[src/rtl/fluxo_dados_genius.sv]
// Datapath for a Genius/Simon-style memory game: address and round counters, play register,
// sequence RAM, play edge detector and an optional timeout counter (macro FLUXO_DADOS_TIMEOUT_EN).
module fluxo_dados_genius #(
  parameter int WIDTH          = 4,
  parameter int ADDR_BITS      = 4,
  parameter int TIMEOUT_CYCLES = 5000
) (
  input  logic                 clock,
  input  logic                 reset,
  input  logic [WIDTH-1:0]     chaves,
  input  logic                 zeraC,
  input  logic                 contaC,
  input  logic                 zeraL,
  input  logic                 contaL,
  input  logic                 zeraR,
  input  logic                 registraR,
  input  logic                 gravaM,
  input  logic                 zeraT,
  input  logic                 contaT,
  output logic                 igual,
  output logic                 enderecoIgualLimite,
  output logic                 fimC,
  output logic                 fimL,
  output logic                 jogada_feita,
  output logic                 timeout,
  output logic                 db_tem_jogada,
  output logic [ADDR_BITS-1:0] db_contagem,
  output logic [ADDR_BITS-1:0] db_limite,
  output logic [WIDTH-1:0]     db_jogada,
  output logic [WIDTH-1:0]     db_memoria
);

  localparam int DEPTH = 2**ADDR_BITS;
  localparam logic [ADDR_BITS-1:0] ADDR_LAST = '1;
  localparam logic [WIDTH-1:0]     ONE_HOT_0 = WIDTH'(1);

  logic [ADDR_BITS-1:0] r_addr;
  logic [ADDR_BITS-1:0] r_lim;
  logic [WIDTH-1:0]     r_jogada;
  logic [WIDTH-1:0]     r_rdata;
  logic                 r_prev;
  logic [WIDTH-1:0]     r_mem [DEPTH];
  // Tracks which words have ever been written; unwritten words read back their one-hot default.
  // Only power-up initialised, so reset leaves the stored sequence intact.
  logic [DEPTH-1:0]     r_wr = '0;

  logic                 w_tem_jogada;
  logic [WIDTH-1:0]     w_rd_word;

  function automatic logic [WIDTH-1:0] f_default_word(input logic [ADDR_BITS-1:0] a);
    return ONE_HOT_0 << (int'(a) % WIDTH);
  endfunction

  always_ff @(posedge clock) begin
    if (reset) begin
      r_addr <= '0;
    end else if (zeraC) begin
      r_addr <= '0;
    end else if (contaC) begin
      r_addr <= r_addr + 1'b1;
    end
  end

  always_ff @(posedge clock) begin
    if (reset) begin
      r_lim <= '0;
    end else if (zeraL) begin
      r_lim <= '0;
    end else if (contaL) begin
      r_lim <= r_lim + 1'b1;
    end
  end

  always_ff @(posedge clock) begin
    if (reset) begin
      r_jogada <= '0;
    end else if (zeraR) begin
      r_jogada <= '0;
    end else if (registraR) begin
      r_jogada <= chaves;
    end
  end

  assign w_rd_word = r_wr[r_addr] ? r_mem[r_addr] : f_default_word(r_addr);

  // Read-first RAM: the read register samples the old word on the same edge as a write.
  always_ff @(posedge clock) begin
    if (reset) begin
      r_rdata <= '0;
    end else begin
      r_rdata <= w_rd_word;
    end
  end

  always_ff @(posedge clock) begin
    if (!reset && gravaM) begin
      r_mem[r_addr] <= r_jogada;
      r_wr[r_addr]  <= 1'b1;
    end
  end

  assign w_tem_jogada = |chaves;

  always_ff @(posedge clock) begin
    if (reset) begin
      r_prev <= 1'b0;
    end else begin
      r_prev <= w_tem_jogada;
    end
  end

`ifdef FLUXO_DADOS_TIMEOUT_EN
  localparam int TW = $clog2(TIMEOUT_CYCLES);
  localparam logic [TW-1:0] T_LAST = TW'(TIMEOUT_CYCLES - 1);

  logic [TW-1:0] r_tcount;

  always_ff @(posedge clock) begin
    if (reset) begin
      r_tcount <= '0;
    end else if (zeraT) begin
      r_tcount <= '0;
    end else if (contaT && (r_tcount != T_LAST)) begin
      r_tcount <= r_tcount + 1'b1;
    end
  end

  assign timeout = (r_tcount == T_LAST);
`else
  logic w_unused_t;
  assign w_unused_t = zeraT ^ contaT;
  assign timeout    = 1'b0;
`endif

  assign db_contagem         = r_addr;
  assign db_limite           = r_lim;
  assign db_jogada           = r_jogada;
  assign db_memoria          = r_rdata;
  assign db_tem_jogada       = w_tem_jogada;
  assign jogada_feita        = w_tem_jogada & ~r_prev;
  assign igual               = (r_rdata == r_jogada);
  assign enderecoIgualLimite = (r_addr == r_lim);
  assign fimC                = (r_addr == ADDR_LAST);
  assign fimL                = (r_lim == ADDR_LAST);

endmodule

[config.mk]
export PLATFORM = sky130hd
export DESIGN_NAME = fluxo_dados_genius
export DESIGN_NICKNAME = d
export VERILOG_FILES = /design/src/rtl/fluxo_dados_genius.sv
export SDC_FILE = /design/constraint.sdc
export NUM_CORES = 1
export LEC_CHECK = 0
export CAP_MARGIN = 20
export CORE_ASPECT_RATIO = 1.25
export CORE_MARGIN = 2
export CORE_UTILIZATION = 30
export DETAILED_ROUTE_END_ITERATION = 6
export MAX_ROUTING_LAYER = met4
export PLACE_DENSITY = 0.44
export SYNTH_ARGS = -nofsm -noshare
export SYNTH_HDL_FRONTEND = slang
export SYNTH_SLANG_ARGS = --single-unit
[constraint.sdc]
create_clock -name clock -period 4 [get_ports clock]
set_clock_uncertainty 0.2 [all_clocks]
set_input_delay 1 -clock clock [delete_from_list [all_inputs] [get_ports clock]]
set_output_delay 1 -clock clock [all_outputs]
set_load 0.05 [all_outputs]
* Word-level counts from Yosys, hierarchy flattened
Memory sizes are Yosys's and may differ from the RTL's. A register that Yosys moved wholly into a read port is not among the register bits.
Cells that the tools add are included.
W data, S select, Z words.
** Word-level totals
- Memories kept :: 1
- Output and inout bits :: 23
- Memory bits (writable) :: 64
- Logic and storage cells :: 35
- Input port bits :: 15
- Flip-flop bits (word level) :: 33
** Cells by class
- Shift-type cells :: 1
- Equal/unequal tests :: 4
- Reductions and logical operators :: 7
- Bitwise logic cells :: 3
- Mux-type cells :: 9
- Add/sub/neg operators :: 2
- Order comparisons :: 2
** Memories
- r_mem :: words 16, bits a word 4, rd ports 1, clocked after Yosys merged registers in 1, write ports 1, line 42 : logic [WIDTH-1:0] r_mem [DEPTH];
** Operator list (number)
- $or A16 B16 Y16 :: 1
- $mux W4 :: 3
- $add A4 B1 Y4 const B :: 2
- $eq A4 B4 Y1 :: 2
- $eq A4 B4 Y1 const B :: 2
- $reduce_or A2 Y1 :: 3
- $lt A4 B5 Y1 const B :: 1
- $bmux W1 S4 :: 1
- $demux W1 S4 :: 1
- $ge A4 B1 Y1 const B :: 1
- $mux W1 :: 4
- $reduce_or A4 Y1 :: 1
- $shl A1 B2 Y4 const A :: 1
- $logic_and A1 B1 Y1 :: 2
- $and A1 B1 Y1 :: 1
- $logic_not A1 Y1 :: 1
- $not A1 Y1 :: 1

* Longest topological paths before layout
Gate-level depths: netlist (run 1).
- Word-level depth :: 5
- Gate-level depth with buffers :: 6
- Depth with buffers taken out :: 4

* Worst setup path before layout (run 1)
OpenSTA, ideal clock, no wires.
- Kind :: reg-to-output
- Start :: register r_addr[0], in the netlist db_contagem[0]
- End :: output enderecoIgualLimite
- Arrival time :: 2607 ps
- Cell stages (with the launch flop) :: 4
- Required time :: 2800 ps
- Path buffers :: 1
- Setup slack :: 193 ps
- Cells stage by stage :: dfxtp_1 > clkbuf_1 > xor2_1 > nor4_1
** On the way
- Cells in the longest elaborated chain, start to end :: 1
** Ends and longest elaborated chain
- from (decl) :: line 37 : logic [ADDR_BITS-1:0] r_addr;
- from (signal assigned) :: line 60 : r_addr <= r_addr + 1'b1;
- $eq A4 B4 Y1 :: line 142 : assign enderecoIgualLimite = (r_addr == r_lim);
- to (decl) :: line 21 : output logic enderecoIgualLimite,
Every way passes these cells.

* Worst setup path in the final report (run 1)
- Start :: register r_addr[0], in the netlist db_contagem[0]
- End :: output fimC
** On the way
- Cells in the longest elaborated chain, start to end :: 1
** Ends and longest elaborated chain
- $eq A4 B4 Y1 :: line 143 : assign fimC = (r_addr == ADDR_LAST);
- to (decl) :: line 22 : output logic fimC,
Every way passes these cells.

==> metrics.json, run 1 <==
{
  "run_status": "completed",
  "fill_cells": 1342,
  "grt_start_max_net_pins": 25,
  "grt.met1_usage_pct": 17.7,
  "grt_remaining_overflow": 0,
  "slew_headroom_pct": 51.4,
  "final_critical_path_required_period_ns": 3.43,
  "synth_area_sq_mm": 0.00423,
  "placeableCoreArea_sq_mm": 0.0138,
  "syn_avg_cell_area_sq_um": 15.5,
  "rows": 48,
  "nNetsFinal": 329,
  "grt.total_usage_pct": 14.4,
  "path_clk_slew_ns": 0.07,
  "clk_path_buf_depth": 2,
  "drt.antenna.violating_nets": 0,
  "groute.layer.met2.usage_pct": 23.3,
  "start_util_pct": 30.6,
  "critical_path.endpoint_type": "output port",
  "grtUsageMet3_pct": 2.71,
  "post-layout-total-power_mw": 2.24,
  "die_area_sq_mm": 0.0151,
  "clkSinkCount": 101,
  "insertion_delay_ns": 0.34,
  "cap_violations": 0,
  "yosysWarnings": 0,
  "finalSetupTns_ns": 0,
  "synth_seq_area_share_pct": 66.7,
  "power_per_cell_area_mw_per_mm2": 440,
  "antenna_cells_inserted": 0,
  "finalMaxSlewViolations": 0,
  "synth_seq_cells": 101,
  "dr.pass1.iters": 4,
  "worstPathArrival_ns": 2.23,
  "timing.final.crit_share_pct": 85.7,
  "fmaxAchievable_ghz": 0.292,
  "cts_hold_repair.buffers": 0,
  "post-route-util_pct": 36.9,
  "slew_at_the_pin_closest_to_its_max_slew_limit_ns": 0.728,
  "drc_errors": 0,
  "place.detailed.hpwl_mm": 6.72,
  "die-height_um": 137,
  "root_buffer": "sky130_fd_sc_hd__clkbuf_16",
  "report.final.hold_viol_count": 0,
  "place.gp.congestion": 0.752,
  "layout-area-overhead-vs-synth_pct": 20.6,
  "wl_mm": 9.67,
  "floorplan.die.width_um": 110,
  "rsz_0062_raised_after_global_routing": "no",
  "min_path_type": "reg2reg",
  "detailroute.via_count": 2403,
  "portBuffers": 34,
  "synth.distinct_cells": 33,
  "syn-num-nets": 292,
  "most_crowded_layer_gr": "met2",
  "post_drt_via_cell_ratio": 4.91,
  "p_leak_nw": 1.84,
  "required_ns": 2.80,
  "post_cts_resized": 0,
  "netlist_instances": 272,
  "final_layout_size_suffix_gt1_share_pct": 13.7,
  "htree_num_levels": 3,
  "first_global_vias": 2565,
  "timing.critical_path.fanout_max": 11,
  "grt_first_pass_wirelength_mm": 15.1,
  "tritoncts.num_buffers": 9,
  "peakVddDrop_v": 0.000177,
  "setup.worst_path.start_class": "flop",
  "io-pin-count": 38,
  "crit_type": "reg2out",
  "detail_route.wl_per_cell_um": 19.8,
  "post-cts-setup-buffers": 0,
  "drt_iter0_drc": 61,
  "setup_viol": 0,
  "clock_tree_from_tritoncts": "yes",
  "number_of_antenna_violations_at_the_first_check_in_global_routing": 0
}
## worst paths after layout
path | start | end | slack (ns) | depth (start not counted)
min reg2reg | r_wr[5] | r_wr[5] | 0.33 | 1
max reg2reg | db_contagem[2] | db_memoria[3] | 1.57 | 5
min | r_wr[5] | r_wr[5] | 0.33 | 1
max | db_contagem[0] | fimC | 0.57 | 3
## worst max-delay path, stage by stage, from the launching register on
cell and delay (ns):
sky130_fd_sc_hd__dfxtp_1 0.60, sky130_fd_sc_hd__ha_1 0.24, sky130_fd_sc_hd__and3_1 0.22, sky130_fd_sc_hd__clkdlybuf4s50_1 0.82
## synthesized netlist by cell type
master                     instances  area [sq um]
sky130_fd_sc_hd__xor2_1           12           105
sky130_fd_sc_hd__or2_4             1          8.76
sky130_fd_sc_hd__and3_1           17           106
sky130_fd_sc_hd__a311oi_1          3          26.3
sky130_fd_sc_hd__mux2i_1          22           220
sky130_fd_sc_hd__o21ai_0           4          20.0
sky130_fd_sc_hd__ha_1              5          62.6
sky130_fd_sc_hd__buf_4             3          22.5
sky130_fd_sc_hd__nand4_1           2          12.5
sky130_fd_sc_hd__xnor2_1           2          17.5
sky130_fd_sc_hd__buf_1             3          11.3
sky130_fd_sc_hd__mux4_2           11           248
sky130_fd_sc_hd__nor3_1           17          85.1
sky130_fd_sc_hd__dfxtp_1          21           420
sky130_fd_sc_hd__a21o_1           15           113
sky130_fd_sc_hd__nor2b_1           6          37.5
sky130_fd_sc_hd__a311oi_2          1          15.0
sky130_fd_sc_hd__nor4_1            3          18.8
sky130_fd_sc_hd__buf_2             3          15.0
sky130_fd_sc_hd__nand2_1           2          7.51
sky130_fd_sc_hd__buf_6             1          11.3
sky130_fd_sc_hd__edfxtp_1         80          2400
sky130_fd_sc_hd__a22o_1            2          17.5
sky130_fd_sc_hd__and2_0            1          6.26
sky130_fd_sc_hd__a221oi_1          8          70.1
sky130_fd_sc_hd__or2_1             1          6.26
sky130_fd_sc_hd__inv_1             4          15.0
sky130_fd_sc_hd__conb_1            1          3.75
sky130_fd_sc_hd__nor2_1            4          15.0
sky130_fd_sc_hd__mux4_1            1          26.3
sky130_fd_sc_hd__a22oi_1           4          30.0
sky130_fd_sc_hd__clkbuf_1          9          33.8
sky130_fd_sc_hd__and2_1            3          18.8
## area by class of cell
cell class              instances  area, sq um  share of cell area, %
multi-input cells             148         1300                   25.5
well taps                     175          219                   4.29
clock inverters                 7         98.8                   1.94
flip-flops and latches        101         2820                   55.4
repair buffers                 45          418                   8.20
clock buffers                   9          225                   4.42
inverters                       4         15.0                  0.294
## cell usage in the layout, fill, tap and decap left out, types with 5 or more instances in the layout
cell type / n
sky130_fd_sc_hd__a221oi_1: 8
sky130_fd_sc_hd__dfxtp_1: 21
sky130_fd_sc_hd__xor2_1: 12
sky130_fd_sc_hd__edfxtp_1: 80
sky130_fd_sc_hd__mux4_2: 11
sky130_fd_sc_hd__buf_4: 13
sky130_fd_sc_hd__clkbuf_16: 9
sky130_fd_sc_hd__ha_1: 5
sky130_fd_sc_hd__a21o_1: 15
sky130_fd_sc_hd__mux2i_1: 22
sky130_fd_sc_hd__nor2b_1: 5
sky130_fd_sc_hd__nor3_1: 17
sky130_fd_sc_hd__clkdlybuf4s50_1: 32
sky130_fd_sc_hd__and3_1: 17
## power by group
part | internal (mW) | switching [mW]
registers | 1.14 | 0.0109
logic | 0.0600 | 0.0923
clock network | 0.551 | 0.386
## cells by family after synthesis
| kind of cell | synth area share [%] |
|---|---|
| flops | 66.7 |
| simple gates | 7.63 |
| compound gates | 6.89 |
| mux | 11.7 |
| buf+inv | 2.57 |
| xor+xnor | 2.90 |
| fa+ha+maj | 1.48 |
| other cells | 0.0887 |
## flip-flops by register name, summed over array words and instances, names as in the netlist, named ones only
| name | count |
|---|---|
| db_contagem | 4 |
| db_jogada | 4 |
| db_limite | 4 |
| db_memoria | 4 |
| r_mem | 64 |
| r_prev | 1 |
| r_wr | 16 |
## metrics by stage
stage,setup WS (ns),hold slack [ns],area [sq um],cells
floorplan,0.193,0.290,4230,272
global placement,0.619,0.305,4770,473
detailed placement,0.579,0.314,4770,473
CTS,0.546,0.330,5100,489
global route,0.436,0.362,5100,489
finish,0.570,0.328,5100,489
## per-layer routing
layer | vias up | part of all wire, %
met2 | 50 | 51
met3 | 16 | 2.7
met4 | 0 | 2.5
met5 | - | 0
met1 | 1209 | 44
li1 | 1128 | -
Note: power is estimated with default switching activity, not from simulation.
==> run 2, diff against run 1 <==
--- a/config.mk
+++ b/config.mk
@@ -15,3 +15,4 @@
 export SYNTH_ARGS = -nofsm -noshare
 export SYNTH_HDL_FRONTEND = slang
 export SYNTH_SLANG_ARGS = --single-unit
+export TNS_END_PERCENT = 1
==> results of run 2 <==
Final layout, timing and power as in run 1 (identical DEF).
